File: config.mk
export PLATFORM = sky130hd
export DESIGN_NAME = riscv_lsu
export DESIGN_NICKNAME = d
export VERILOG_FILES = /design/src/rtl/riscv_lsu_pkg.sv /design/src/rtl/riscv_lsu_load_align.sv /design/src/rtl/riscv_lsu.sv
export SDC_FILE = /design/constraint.sdc
export NUM_CORES = 1
export LEC_CHECK = 0
export CAP_MARGIN = 20
export CORE_ASPECT_RATIO = 2
export CORE_MARGIN = 4
export CORE_UTILIZATION = 38
export CTS_BUF_LIST = sky130_fd_sc_hd__clkbuf_4 sky130_fd_sc_hd__clkbuf_8 sky130_fd_sc_hd__clkbuf_16
export DETAILED_ROUTE_END_ITERATION = 12
export PLACE_DENSITY_LB_ADDON = 0.1
export SYNTH_ARGS = -nofsm -noshare
export SYNTH_HDL_FRONTEND = slang
export SYNTH_SLANG_ARGS = --single-unit
File: constraint.sdc
create_clock -name clk_i -period 4.3 [get_ports clk_i]
set_input_delay 0.86 -clock clk_i [delete_from_list [all_inputs] [get_ports clk_i]]
set_output_delay 0.86 -clock clk_i [all_outputs]
set_load 0.05 [all_outputs]
File: src/rtl/riscv_lsu_pkg.sv
// Shared types for the load/store unit: funct3 size codes, FSM states and
// the byte-lane helpers used on the store path.
package riscv_lsu_pkg;

   localparam logic [2:0] LDST_B  = 3'd0;
   localparam logic [2:0] LDST_H  = 3'd1;
   localparam logic [2:0] LDST_W  = 3'd2;
   localparam logic [2:0] LDST_BU = 3'd4;
   localparam logic [2:0] LDST_HU = 3'd5;

   typedef enum logic [1:0] {
      ST_IDLE = 2'd0,
      ST_BUSY = 2'd1,
      ST_DONE = 2'd2
   } lsu_state_t;

   function automatic logic size_is_byte(input logic [2:0] size);
      return (size == LDST_B) || (size == LDST_BU);
   endfunction

   function automatic logic size_is_half(input logic [2:0] size);
      return (size == LDST_H) || (size == LDST_HU);
   endfunction

   // Unused codes (3, 6, 7) fall through to the word case.
   function automatic logic [3:0] byte_en(input logic [2:0] size, input logic [1:0] offset);
      if (size_is_byte(size)) return 4'b0001 << offset;
      if (size_is_half(size)) return 4'b0011 << {offset[1], 1'b0};
      return 4'b1111;
   endfunction

   function automatic logic [31:0] store_data(input logic [2:0] size, input logic [31:0] wd);
      if (size_is_byte(size)) return {4{wd[7:0]}};
      if (size_is_half(size)) return {2{wd[15:0]}};
      return wd;
   endfunction

endpackage

File: src/rtl/riscv_lsu_load_align.sv
// Load data extraction: picks the addressed byte/halfword from a bus word
// and sign- or zero-extends it to 32 bits.
module lsu_load_align
   import riscv_lsu_pkg::*;
(
   input  logic [31:0] rdata,
   input  logic [2:0]  size,
   input  logic [1:0]  offset,
   output logic [31:0] ext
);

   logic [7:0]  sel_b;
   logic [15:0] sel_h;

   always_comb begin
      sel_b = rdata[7:0];
      case (offset)
         2'd1:    sel_b = rdata[15:8];
         2'd2:    sel_b = rdata[23:16];
         2'd3:    sel_b = rdata[31:24];
         default: sel_b = rdata[7:0];
      endcase
      // Halfwords only look at offset[1]; offset[0] is a misalignment concern upstream.
      sel_h = offset[1] ? rdata[31:16] : rdata[15:0];

      ext = rdata;
      if (size_is_byte(size))
         ext = (size == LDST_BU) ? {24'b0, sel_b} : {{24{sel_b[7]}}, sel_b};
      else if (size_is_half(size))
         ext = (size == LDST_HU) ? {16'b0, sel_h} : {{16{sel_h[15]}}, sel_h};
   end

endmodule

File: src/rtl/riscv_lsu.sv
// Load/store unit bridging the core's single-cycle data request to a
// word-addressed req/ready bus. Optional trap on misaligned H/W: RISCV_LSU_MISALIGN_TRAP_EN.
module riscv_lsu
   import riscv_lsu_pkg::*;
(
   input  logic        clk_i,
   input  logic        rst_i,
   input  logic        core_req_i,
   input  logic        core_we_i,
   input  logic [2:0]  core_size_i,
   input  logic [31:0] core_addr_i,
   input  logic [31:0] core_wd_i,
   output logic [31:0] core_rd_o,
   output logic        core_stall_o,
   output logic        misalign_o,
   output logic        mem_req_o,
   output logic        mem_we_o,
   output logic [3:0]  mem_be_o,
   output logic [31:0] mem_addr_o,
   output logic [31:0] mem_wd_o,
   input  logic [31:0] mem_rd_i,
   input  logic        mem_ready_i
);

   // Bus handshake: mem_req_o rises with the access and every bus output holds
   // steady until the cycle mem_ready_i is sampled high; mem_rd_i is only
   // meaningful in that cycle. Ready outside BUSY is ignored.

   lsu_state_t  state_q;
   logic [2:0]  size_q;
   logic [1:0]  offset_q;
   logic        misaligned;
   logic        accept;
   logic [31:0] load_data;

`ifdef RISCV_LSU_MISALIGN_TRAP_EN
   assign misaligned = (size_is_half(core_size_i) && core_addr_i[0]) ||
                       (!size_is_byte(core_size_i) && !size_is_half(core_size_i) &&
                        (core_addr_i[1:0] != 2'b00));
`else
   assign misaligned = 1'b0;
`endif

   assign accept       = (state_q == ST_IDLE) && core_req_i && !misaligned;
   assign core_stall_o = accept || (state_q == ST_BUSY);

   lsu_load_align u_load_align (
      .rdata  (mem_rd_i),
      .size   (size_q),
      .offset (offset_q),
      .ext    (load_data)
   );

   always_ff @(posedge clk_i) begin
      if (rst_i) begin
         state_q    <= ST_IDLE;
         size_q     <= 3'd0;
         offset_q   <= 2'd0;
         core_rd_o  <= 32'd0;
         misalign_o <= 1'b0;
         mem_req_o  <= 1'b0;
         mem_we_o   <= 1'b0;
         mem_be_o   <= 4'd0;
         mem_addr_o <= 32'd0;
         mem_wd_o   <= 32'd0;
      end else begin
         misalign_o <= 1'b0;
         case (state_q)
            ST_IDLE: begin
               misalign_o <= core_req_i && misaligned;
               if (accept) begin
                  state_q    <= ST_BUSY;
                  size_q     <= core_size_i;
                  offset_q   <= core_addr_i[1:0];
                  mem_req_o  <= 1'b1;
                  mem_we_o   <= core_we_i;
                  mem_be_o   <= byte_en(core_size_i, core_addr_i[1:0]);
                  mem_addr_o <= {core_addr_i[31:2], 2'b00};
                  mem_wd_o   <= store_data(core_size_i, core_wd_i);
               end
            end
            ST_BUSY: begin
               if (mem_ready_i) begin
                  state_q   <= ST_DONE;
                  mem_req_o <= 1'b0;
                  if (!mem_we_o) core_rd_o <= load_data;
               end
            end
            // One unstalled cycle lets the core commit; requests are not taken here.
            ST_DONE: state_q <= ST_IDLE;
            default: state_q <= ST_IDLE;
         endcase
      end
   end

endmodule

==> results.json, run 1 <==
{
  "drive_gt1_share_pct": 4.20,
  "critical_path_class": "input pin to output port",
  "dp_hpwl_um": 12000,
  "hold_violations": 0,
  "final_area_mm2": 0.00713,
  "clock.fmax_ghz": 0.310,
  "wl_per_cell_um": 17.9,
  "timing.hold.ws_ps": 455,
  "slew_viol_final": 0,
  "synth.cell_area_mm2": 0.00473,
  "status": "finished clean",
  "finalSetupTns_ps": 0,
  "cts_buffer_depth": 2,
  "core_area_mm2": 0.0122,
  "io_pins": 208,
  "antenna_left": 0,
  "routabilityCongestion": 0.849,
  "antenna_found_initial": 0,
  "finalSetupViolCount": 0,
  "ir_worst_vdd_v": 0.000207,
  "synth-main-ff-cell": "dfxtp_1",
  "synth-seq-cells": 107,
  "io_buffer_count": 204,
  "htreeDepth": 3,
  "grt_usage_pct": 22.3,
  "initialDrtViolationCount": 180,
  "slew_headroom_pct": 38.5,
  "post_synth_num_cell_types": 36,
  "cp_data_required_time_ps": 3440,
  "fillers": 1100,
  "first_global_vias": 4834,
  "synth_area_leaders": "dfxtp_1, nand2_1, mux2i_1",
  "crit_fanout": 5,
  "syn_avg_cell_area_um2": 8.07,
  "finalNetCount": 860,
  "synth_cells": 587,
  "vias_per_cell": 5.28,
  "chipHeight_um": 166,
  "clock_latency_ps": 340,
  "synthToLayoutAreaGrowth_pct": 50.7,
  "route.detailed.drc": 0,
  "clock-sinks": 107,
  "critPathCaptureType": "output port",
  "start_util_pct": 38.8,
  "power_leakage_nw": 2.51,
  "grt_overflow": 0,
  "dr_total_vias": 4798,
  "cts.hold.buffers_added": 0,
  "yosysTopAreaCell": "dfxtp_1",
  "grt_first_pass_wirelength_um": 25500,
  "root_buffer": "clkbuf_16",
  "cts_tree": "done",
  "synth_warnings": 0,
  "synthArstFlopShare_pct": 0,
  "fin_crit_ps": 3230,
  "rows": 57,
  "die-area_mm2": 0.0144,
  "clock_skew_ps": 4.76,
  "cp.arrival_ps": 2370,
  "wl_um": 16200,
  "dr.pass1.iters": 4,
  "grt_setup_unrepaired": "false",
  "final_util_pct": 58.5,
  "post_cts_buffers": 0,
  "worst_pin_slew_ps": 920,
  "grt_max_degree": 108,
  "synth_edf_count": 0,
  "start_kind": "input pin",
  "die-width_um": 86.9,
  "cts.repair.resized": 0,
  "min_path_type": "flop to flop",
  "finalPower_w": 0.00273,
  "place_area_mm2": 0.00678,
  "diodes": 0,
  "synth-seq-area-share_pct": 45.2,
  "post-route-period-util_pct": 75.1,
  "cap_violations": 0,
  "clkTransAtPathRegs_ps": 70,
  "cts_buffers": 9,
  "synth_top_area_share_pct": 45.2,
  "pwr_density_cell_mw_per_mm2": 382
}
==> logic make-up after synthesis <==
| logic type | synth area share (%) |
|---|---|
| and+or+nand+nor | 21.4 |
| muxes | 7.48 |
| buffers and inverters | 5.58 |
| DFF | 45.2 |
| other | 0.0792 |
| AOI/OAI and AO/OA | 20.2 |
==> report_power, final <==
group          switching (W)  internal (W)  total, W
Clock               0.000385      0.000515  0.000900
Combinational       0.000447      0.000275  0.000722
Sequential         0.0000456       0.00106   0.00110
==> synth_stat cells (3+ instances only) <==
| master | count |
|---|---|
| a211oi_1 | 36 |
| nand4b_1 | 7 |
| nor2_1 | 64 |
| a21oi_1 | 54 |
| inv_1 | 4 |
| a32oi_1 | 7 |
| o211ai_1 | 7 |
| buf_4 | 3 |
| clkbuf_1 | 40 |
| mux2i_1 | 32 |
| nand2b_1 | 3 |
| dfxtp_1 | 107 |
| nand2_1 | 146 |
| nor3_1 | 11 |
| o21ai_0 | 16 |
| a311oi_1 | 16 |
| buf_2 | 10 |
==> routing by layer <==
metal / up-vias / part of all wire, % / GRT usage, %
met5: - / 0 / 0
met4: 0 / 4.8 / 11.2
met3: 30 / 6.2 / 5.21
met2: 171 / 54 / 40.5
met1: 2225 / 35 / 22.9
li1: 2372 / - / -
==> worst paths after layout <==
path / start / endpoint / slack [ps] / cells past startpoint
worst max-delay path: core_req_i / core_stall_o / 1070 / 4
worst min-delay path: mem_addr_o[22]$_SDFFE_PP0P_ / mem_addr_o[22]$_SDFFE_PP0P_ / 460 / 2
worst max register to register: offset_q[1]$_SDFFE_PP0P_ / core_rd_o[30]$_SDFFE_PP0P_ / 2050 / 4
worst min register to register: mem_addr_o[22]$_SDFFE_PP0P_ / mem_addr_o[22]$_SDFFE_PP0P_ / 460 / 2
==> critical path: stages <==
cell and delay [ps]:
clkdlybuf4s50_1 550, nor2_1 60, nor2_1 90, clkdlybuf4s50_1 810
==> layout by cell type, fill, tap and decap left out, types with 2 or more instances in the layout <==
master,n
conb_1,3
mux2i_1,32
dfxtp_1,107
inv_1,4
nand2_1,146
clkdlybuf4s50_1,203
clkbuf_16,9
or3b_2,2
o21ai_0,16
nand2b_1,3
a311oi_1,16
a21oi_1,54
nor2_1,64
a32oi_1,7
nand4b_1,7
o21a_1,2
nor2b_1,2
nor3b_1,2
o211ai_1,7
bufinv_16,2
inv_6,2
buf_4,7
nor3_1,11
a211oi_1,36
==> sequential cells by signal, summed over array words and instances (netlist names) <==
register,flops
core_rd_o,32
mem_addr_o,30
mem_be_o,4
mem_req_o,1
mem_wd_o,32
mem_we_o,1
offset_q,2
size_q,3
state_q,2
==> through the flow <==
| stage | setup slack [ps] | std cells |
|---|---|---|
| 2_1_floorplan | 1910 | 589 |
| 3_3_place_gp | 1070 | 891 |
| 3_5_place_dp | 1090 | 891 |
| 4_1_cts | 1070 | 907 |
| 5_1_grt | 992 | 908 |
| 6_report | 1070 | 908 |
==> area by class of cell <==
class | count | area, um^2 | area share [%]
multi-input combinational | 423 | 2360 | 33.0
sequential | 107 | 2140 | 30.0
timing repair buffer | 211 | 2110 | 29.6
clock buffer | 9 | 225 | 3.16
tap | 147 | 184 | 2.58
clock inverter | 7 | 98.8 | 1.39
inverter | 4 | 15.0 | 0.210
Power figures use the tool's default switching activity.
==> run 2, diff against run 1 <==
- clock period: 4.3 -> 3 ns (I/O delays scaled with it)
==> run 2 against run 1 <==
Effect of this change: critical endpoint is now mem_we_o; first-iteration DRC count increased by 5.6%; clock-buffer cell count unchanged; critical path depth decreased by 3; sequential power increased by 44%; die area unchanged; clock skew increased by 4.7 ps; clock power increased by 38%; via count increased by 3.0%; setup slack got worse by 280 ps; non-clock buffer count increased by 10; combinational power increased by 47%; core utilization increased by 0.51 points.
==> results.json, run 2 (synthesis gave the netlist of run 1 again) <==
{
  "first_global_vias": 4957,
  "htreeDepth": 3,
  "clock.fmax_ghz": 0.452,
  "status": "finished clean",
  "vias_per_cell": 5.39,
  "grt_usage_pct": 22.6,
  "cap_violations": 0,
  "cp_slowest_cell": "clkdlybuf4s50_1",
  "dp_hpwl_um": 12700,
  "ir_worst_vdd_v": 0.000274,
  "dr_total_vias": 4944,
  "p_sw_w": 0.00129,
  "core_area_mm2": 0.0122,
  "worst_pin_slew_ps": 774,
  "wl_per_cell_um": 18.4,
  "min_path_type": "flop to flop",
  "crit_buf_inv": 1,
  "clkTransAtPathRegs_ps": 70,
  "fillers": 1124,
  "cts_tree": "done",
  "cts_buffer_depth": 2,
  "start_util_pct": 38.8,
  "grt_first_pass_wirelength_um": 25600,
  "power_leakage_nw": 2.54,
  "drive_gt1_share_pct": 5.58,
  "crit_chain": "clkdlybuf4s50_1",
  "finalSetupViolCount": 0,
  "cp_data_required_time_ps": 2400,
  "antenna_found_initial": 0,
  "pwr-share-clk_pct": 32.0,
  "combPwrFrac_pct": 27.3,
  "critical_path_class": "flop to output port",
  "io_buffer_count": 204,
  "post-route-period-util_pct": 73.7,
  "finalPower_w": 0.00388,
  "io_pins": 208,
  "root_buffer": "clkbuf_16",
  "internal-power_w": 0.00258,
  "final_cell_mix": "clkdlybuf4s50_1, nand2_1, dfxtp_1",
  "crit_fanout": 3,
  "route.detailed.drc": 0,
  "diodes": 0,
  "clock_latency_ps": 350,
  "die-width_um": 86.9,
  "cts.hold.buffers_added": 0,
  "clock-sinks": 107,
  "max_stage_delay_ps": 870,
  "fin_crit_ps": 2210,
  "cp.arrival_ps": 1610,
  "grt_overflow": 0,
  "initialDrtViolationCount": 190,
  "rows": 57,
  "reg.largest.list": "core_rd_o x32, mem_wd_o x32, mem_addr_o x30",
  "finalSetupTns_ps": 0,
  "synthToLayoutAreaGrowth_pct": 52.0,
  "die-area_mm2": 0.0144,
  "timing.hold.ws_ps": 455,
  "dr.pass1.iters": 4,
  "finalNetCount": 870,
  "slew_viol_final": 0,
  "clock_skew_ps": 9.51,
  "slew_headroom_pct": 48.2,
  "routabilityCongestion": 0.889,
  "critPathCaptureType": "output port",
  "chipHeight_um": 166,
  "wl_um": 16900,
  "cp_top_family": "buffers and inverters",
  "swShare_pct": 33.4,
  "pwr_density_cell_mw_per_mm2": 539,
  "start_kind": "flop",
  "antenna_left": 0,
  "r2r_slack_ps": 1100,
  "final_util_pct": 59.0,
  "grt_max_degree": 65,
  "post_cts_buffers": 0,
  "layout_commonest_cell": "clkdlybuf4s50_1",
  "pwr-share-seq_pct": 40.7,
  "grt_setup_unrepaired": "false",
  "hold_violations": 0,
  "cts_buffers": 9,
  "cts.repair.resized": 0
}
-- run 2: cell count changes in the layout (fill, tap and decap cells not counted) --
| cell | delta |
|---|---|
| clkinv_2 | -1 |
| clkdlybuf4s50_1 | -1 |
| clkinv_4 | -1 |
| buf_16 | -1 |
| bufinv_16 | -1 |
| buf_12 | +2 |
| inv_6 | -1 |
| inv_8 | +2 |
| clkinvlp_4 | +2 |
| buf_4 | +10 |
-- run 2: through the flow --
| step | setup slack [ps] | cells | area (um^2) |
|---|---|---|---|
| 3_3_place_gp | 534 | 902 | 6890 |
| 6_report | 789 | 918 | 7200 |
| 4_1_cts | 756 | 918 | 7200 |
| 3_5_place_dp | 493 | 902 | 6890 |
| 2_1_floorplan | 1130 | 589 | 4740 |
| 5_1_grt | 739 | 918 | 7200 |
-- run 2: routing by layer --
metal  track usage (%)  share of wire, %
met2              40.8                53
met4              13.8               6.1
met5                 0                 0
met1              22.5                34
met3              5.06               6.5
-- run 2: final cells by class --
type / count / area, um^2 / area share [%]
tap: 147 / 184 / 2.56
sequential: 107 / 2140 / 29.8
timing repair buffer: 221 / 2190 / 30.4
inverter: 4 / 15.0 / 0.209
multi-input combinational: 423 / 2360 / 32.8
clock buffer: 9 / 225 / 3.13
clock inverter: 7 / 83.8 / 1.16
-- run 2: tightest hold or removal path, delay by kind of cell (launching register included) --
family | cells | cell delay, ps
AOI/OAI and AO/OA | 1 | 50
DFF | 1 | 310
and+or+nand+nor | 1 | 50
-- run 2: final timing paths --
kind	start	to	cells past startpoint
worst max-delay path	mem_we_o$_SDFFE_PP0P_	mem_we_o	1
worst min-delay path	mem_wd_o[29]$_SDFFE_PP0P_	mem_wd_o[29]$_SDFFE_PP0P_	2
worst max register to register	state_q[0]$_SDFFE_PP0P_	core_rd_o[8]$_SDFFE_PP0P_	5
worst min register to register	mem_wd_o[29]$_SDFFE_PP0P_	mem_wd_o[29]$_SDFFE_PP0P_	2
-- run 2: power groups by stage --
stage               logic, W  clock network [W]  registers, W
finish               0.00106            0.00124       0.00158
global route         0.00112            0.00132       0.00159
CTS                  0.00107            0.00127       0.00158
detailed placement   0.00106                  0       0.00161
global placement     0.00105                  0       0.00161
floorplan           0.000315                  0       0.00191
==> run 3, diff against run 2 <==
- clock period: 3 -> 2.21 ns (I/O delays scaled with it)
==> run 3 against run 2 <==
Effect of this change: sequential share of layout area decreased by 0.25 points; core utilization rose by 0.50 points; total power rose by 35%; clock-buffer cell count increased by 1; final area up 0.85%; global-route usage up 0.38 points; non-clock buffer count is 6 higher; critical endpoint unchanged; highest routed layer unchanged.
==> results.json, run 3 (synthesis gave the netlist of run 1 again) <==
{
  "critical_path_class": "flop to output port",
  "cts_buffers": 9,
  "cts_tree": "done",
  "wl_um": 16900,
  "grt_max_degree": 76,
  "cp_top_family": "buffers and inverters",
  "rows": 57,
  "htreeDepth": 3,
  "wl_per_cell_um": 18.3,
  "initialDrtViolationCount": 178,
  "vias_per_cell": 5.34,
  "io_buffer_count": 204,
  "root_buffer": "clkbuf_16",
  "crit_start": "mem_we_o$_SDFFE_PP0P_",
  "grt_setup_unrepaired": "false",
  "final_area_mm2": 0.00726,
  "critPathCaptureType": "output port",
  "cp.arrival_ps": 1590,
  "endpoint": "mem_we_o",
  "min_path_type": "input pin to flop",
  "path_depth": 1,
  "crit_fanout": 3,
  "power_leakage_nw": 2.59,
  "clock_latency_ps": 340,
  "core_area_mm2": 0.0122,
  "layout_commonest_cell": "clkdlybuf4s50_1",
  "fillers": 1096,
  "post_cts_buffers": 0,
  "first_global_vias": 4943,
  "max_stage_delay_ps": 860,
  "start_util_pct": 38.8,
  "r2r_end": "core_rd_o[6]$_SDFFE_PP0P_",
  "final_cell_mix": "clkdlybuf4s50_1, nand2_1, dfxtp_1",
  "dr.pass1.iters": 4,
  "r2r_cells": 5,
  "diodes": 0,
  "cts_buffer_depth": 2,
  "cp_data_required_time_ps": 1770,
  "status": "finished clean",
  "drive_gt1_share_pct": 6.44,
  "r2r-start": "state_q[0]$_SDFFE_PP0P_",
  "chipHeight_um": 166,
  "grt_first_pass_wirelength_um": 26100,
  "start_kind": "flop",
  "clock.fmax_ghz": 0.491,
  "cap_violations": 0,
  "slew_viol_final": 0,
  "place_area_mm2": 0.00696,
  "cts.repair.resized": 0,
  "finalNetCount": 876,
  "route.detailed.drc": 0,
  "io_pins": 208,
  "crit_buf_inv": 1,
  "clkTransAtPathRegs_ps": 70,
  "ir_worst_vdd_v": 0.000573,
  "synthToLayoutAreaGrowth_pct": 53.3,
  "hold_violations": 0,
  "routabilityCongestion": 0.858,
  "reg.largest.list": "core_rd_o x32, mem_wd_o x32, mem_addr_o x30",
  "grt_overflow": 0,
  "multi_input_area_mm2": 0.00236,
  "crit_chain": "clkdlybuf4s50_1",
  "post-route-period-util_pct": 92.1,
  "die-width_um": 86.9,
  "antenna_found_initial": 0,
  "pwr_density_cell_mw_per_mm2": 722,
  "r2r_slack_ps": 390,
  "grt_usage_pct": 23.0,
  "cts.hold.buffers_added": 0,
  "clock_skew_ps": 6.84,
  "worst_pin_slew_ps": 642,
  "antenna_left": 0,
  "fin_crit_ps": 2040,
  "slew_headroom_pct": 57.1,
  "finalSetupViolCount": 0,
  "dp_hpwl_um": 12900,
  "cp_slowest_cell": "clkdlybuf4s50_1",
  "clock-sinks": 107,
  "dr_total_vias": 4932,
  "finalSetupTns_ps": 0,
  "die-area_mm2": 0.0144,
  "ff_latch_area_mm2": 0.00214
}
==> run 3: worst min-delay path by stage <==
stage                                start                     endpoint  slack [ps]  cells after the start
2_1_floorplan       size_q[2]$_SDFFE_PP0P_       size_q[2]$_SDFFE_PP0P_         460                      2
3_3_place_gp   mem_addr_o[13]$_SDFFE_PP0P_  mem_addr_o[13]$_SDFFE_PP0P_         440                      2
3_5_place_dp    mem_addr_o[2]$_SDFFE_PP0P_   mem_addr_o[2]$_SDFFE_PP0P_         450                      2
4_1_cts                              rst_i   core_rd_o[17]$_SDFFE_PP0P_         340                      2
5_1_grt                              rst_i   core_rd_o[16]$_SDFFE_PP0P_         340                      2
6_report                             rst_i   core_rd_o[17]$_SDFFE_PP0P_         350                      2
==> run 3: where the power goes <==
part           switching (W)  internal (W)  leakage, nW  total (W)
Combinational       0.000890      0.000562         1.56    0.00145
Clock               0.000739      0.000905        0.151    0.00164
Sequential         0.0000852       0.00206        0.879    0.00214
Total                0.00171       0.00353         2.59    0.00524
==> run 3: through the flow <==
stage                     hold WS [ps]  instances  util [%]  power (W)  setup slack, ps
after CTS                          342        924      59.5    0.00530              141
after detailed placement           448        908      57.0    0.00365             12.4
after global placement             442        908      57.0    0.00362             14.7
final                              354        924      59.5    0.00524              174
after global routing               340        924      59.5    0.00548              117
after floorplan                    462        589         -    0.00303              456
==> run 3: final cells by class <==
| cell class | count | area share [%] |
|---|---|---|
| Inverter | 4 | 0.207 |
| Sequential cell | 107 | 29.5 |
| Multi-Input combinational cell | 423 | 32.5 |
| Timing Repair Buffer | 227 | 31.1 |
| Clock buffer | 10 | 3.21 |
| Clock inverter | 6 | 0.965 |
| Tap cell | 147 | 2.53 |
==> run 3: routing by layer <==
metal  vias to the layer above  part of all wire (%)  global-route usage [%]
met4                         0                   6.1                    14.2
met3                        47                   6.9                    5.51
met5                         -                     0                       0
li1                       2399                     -                       -
met2                       208                    53                    41.7
met1                      2278                    34                    22.4
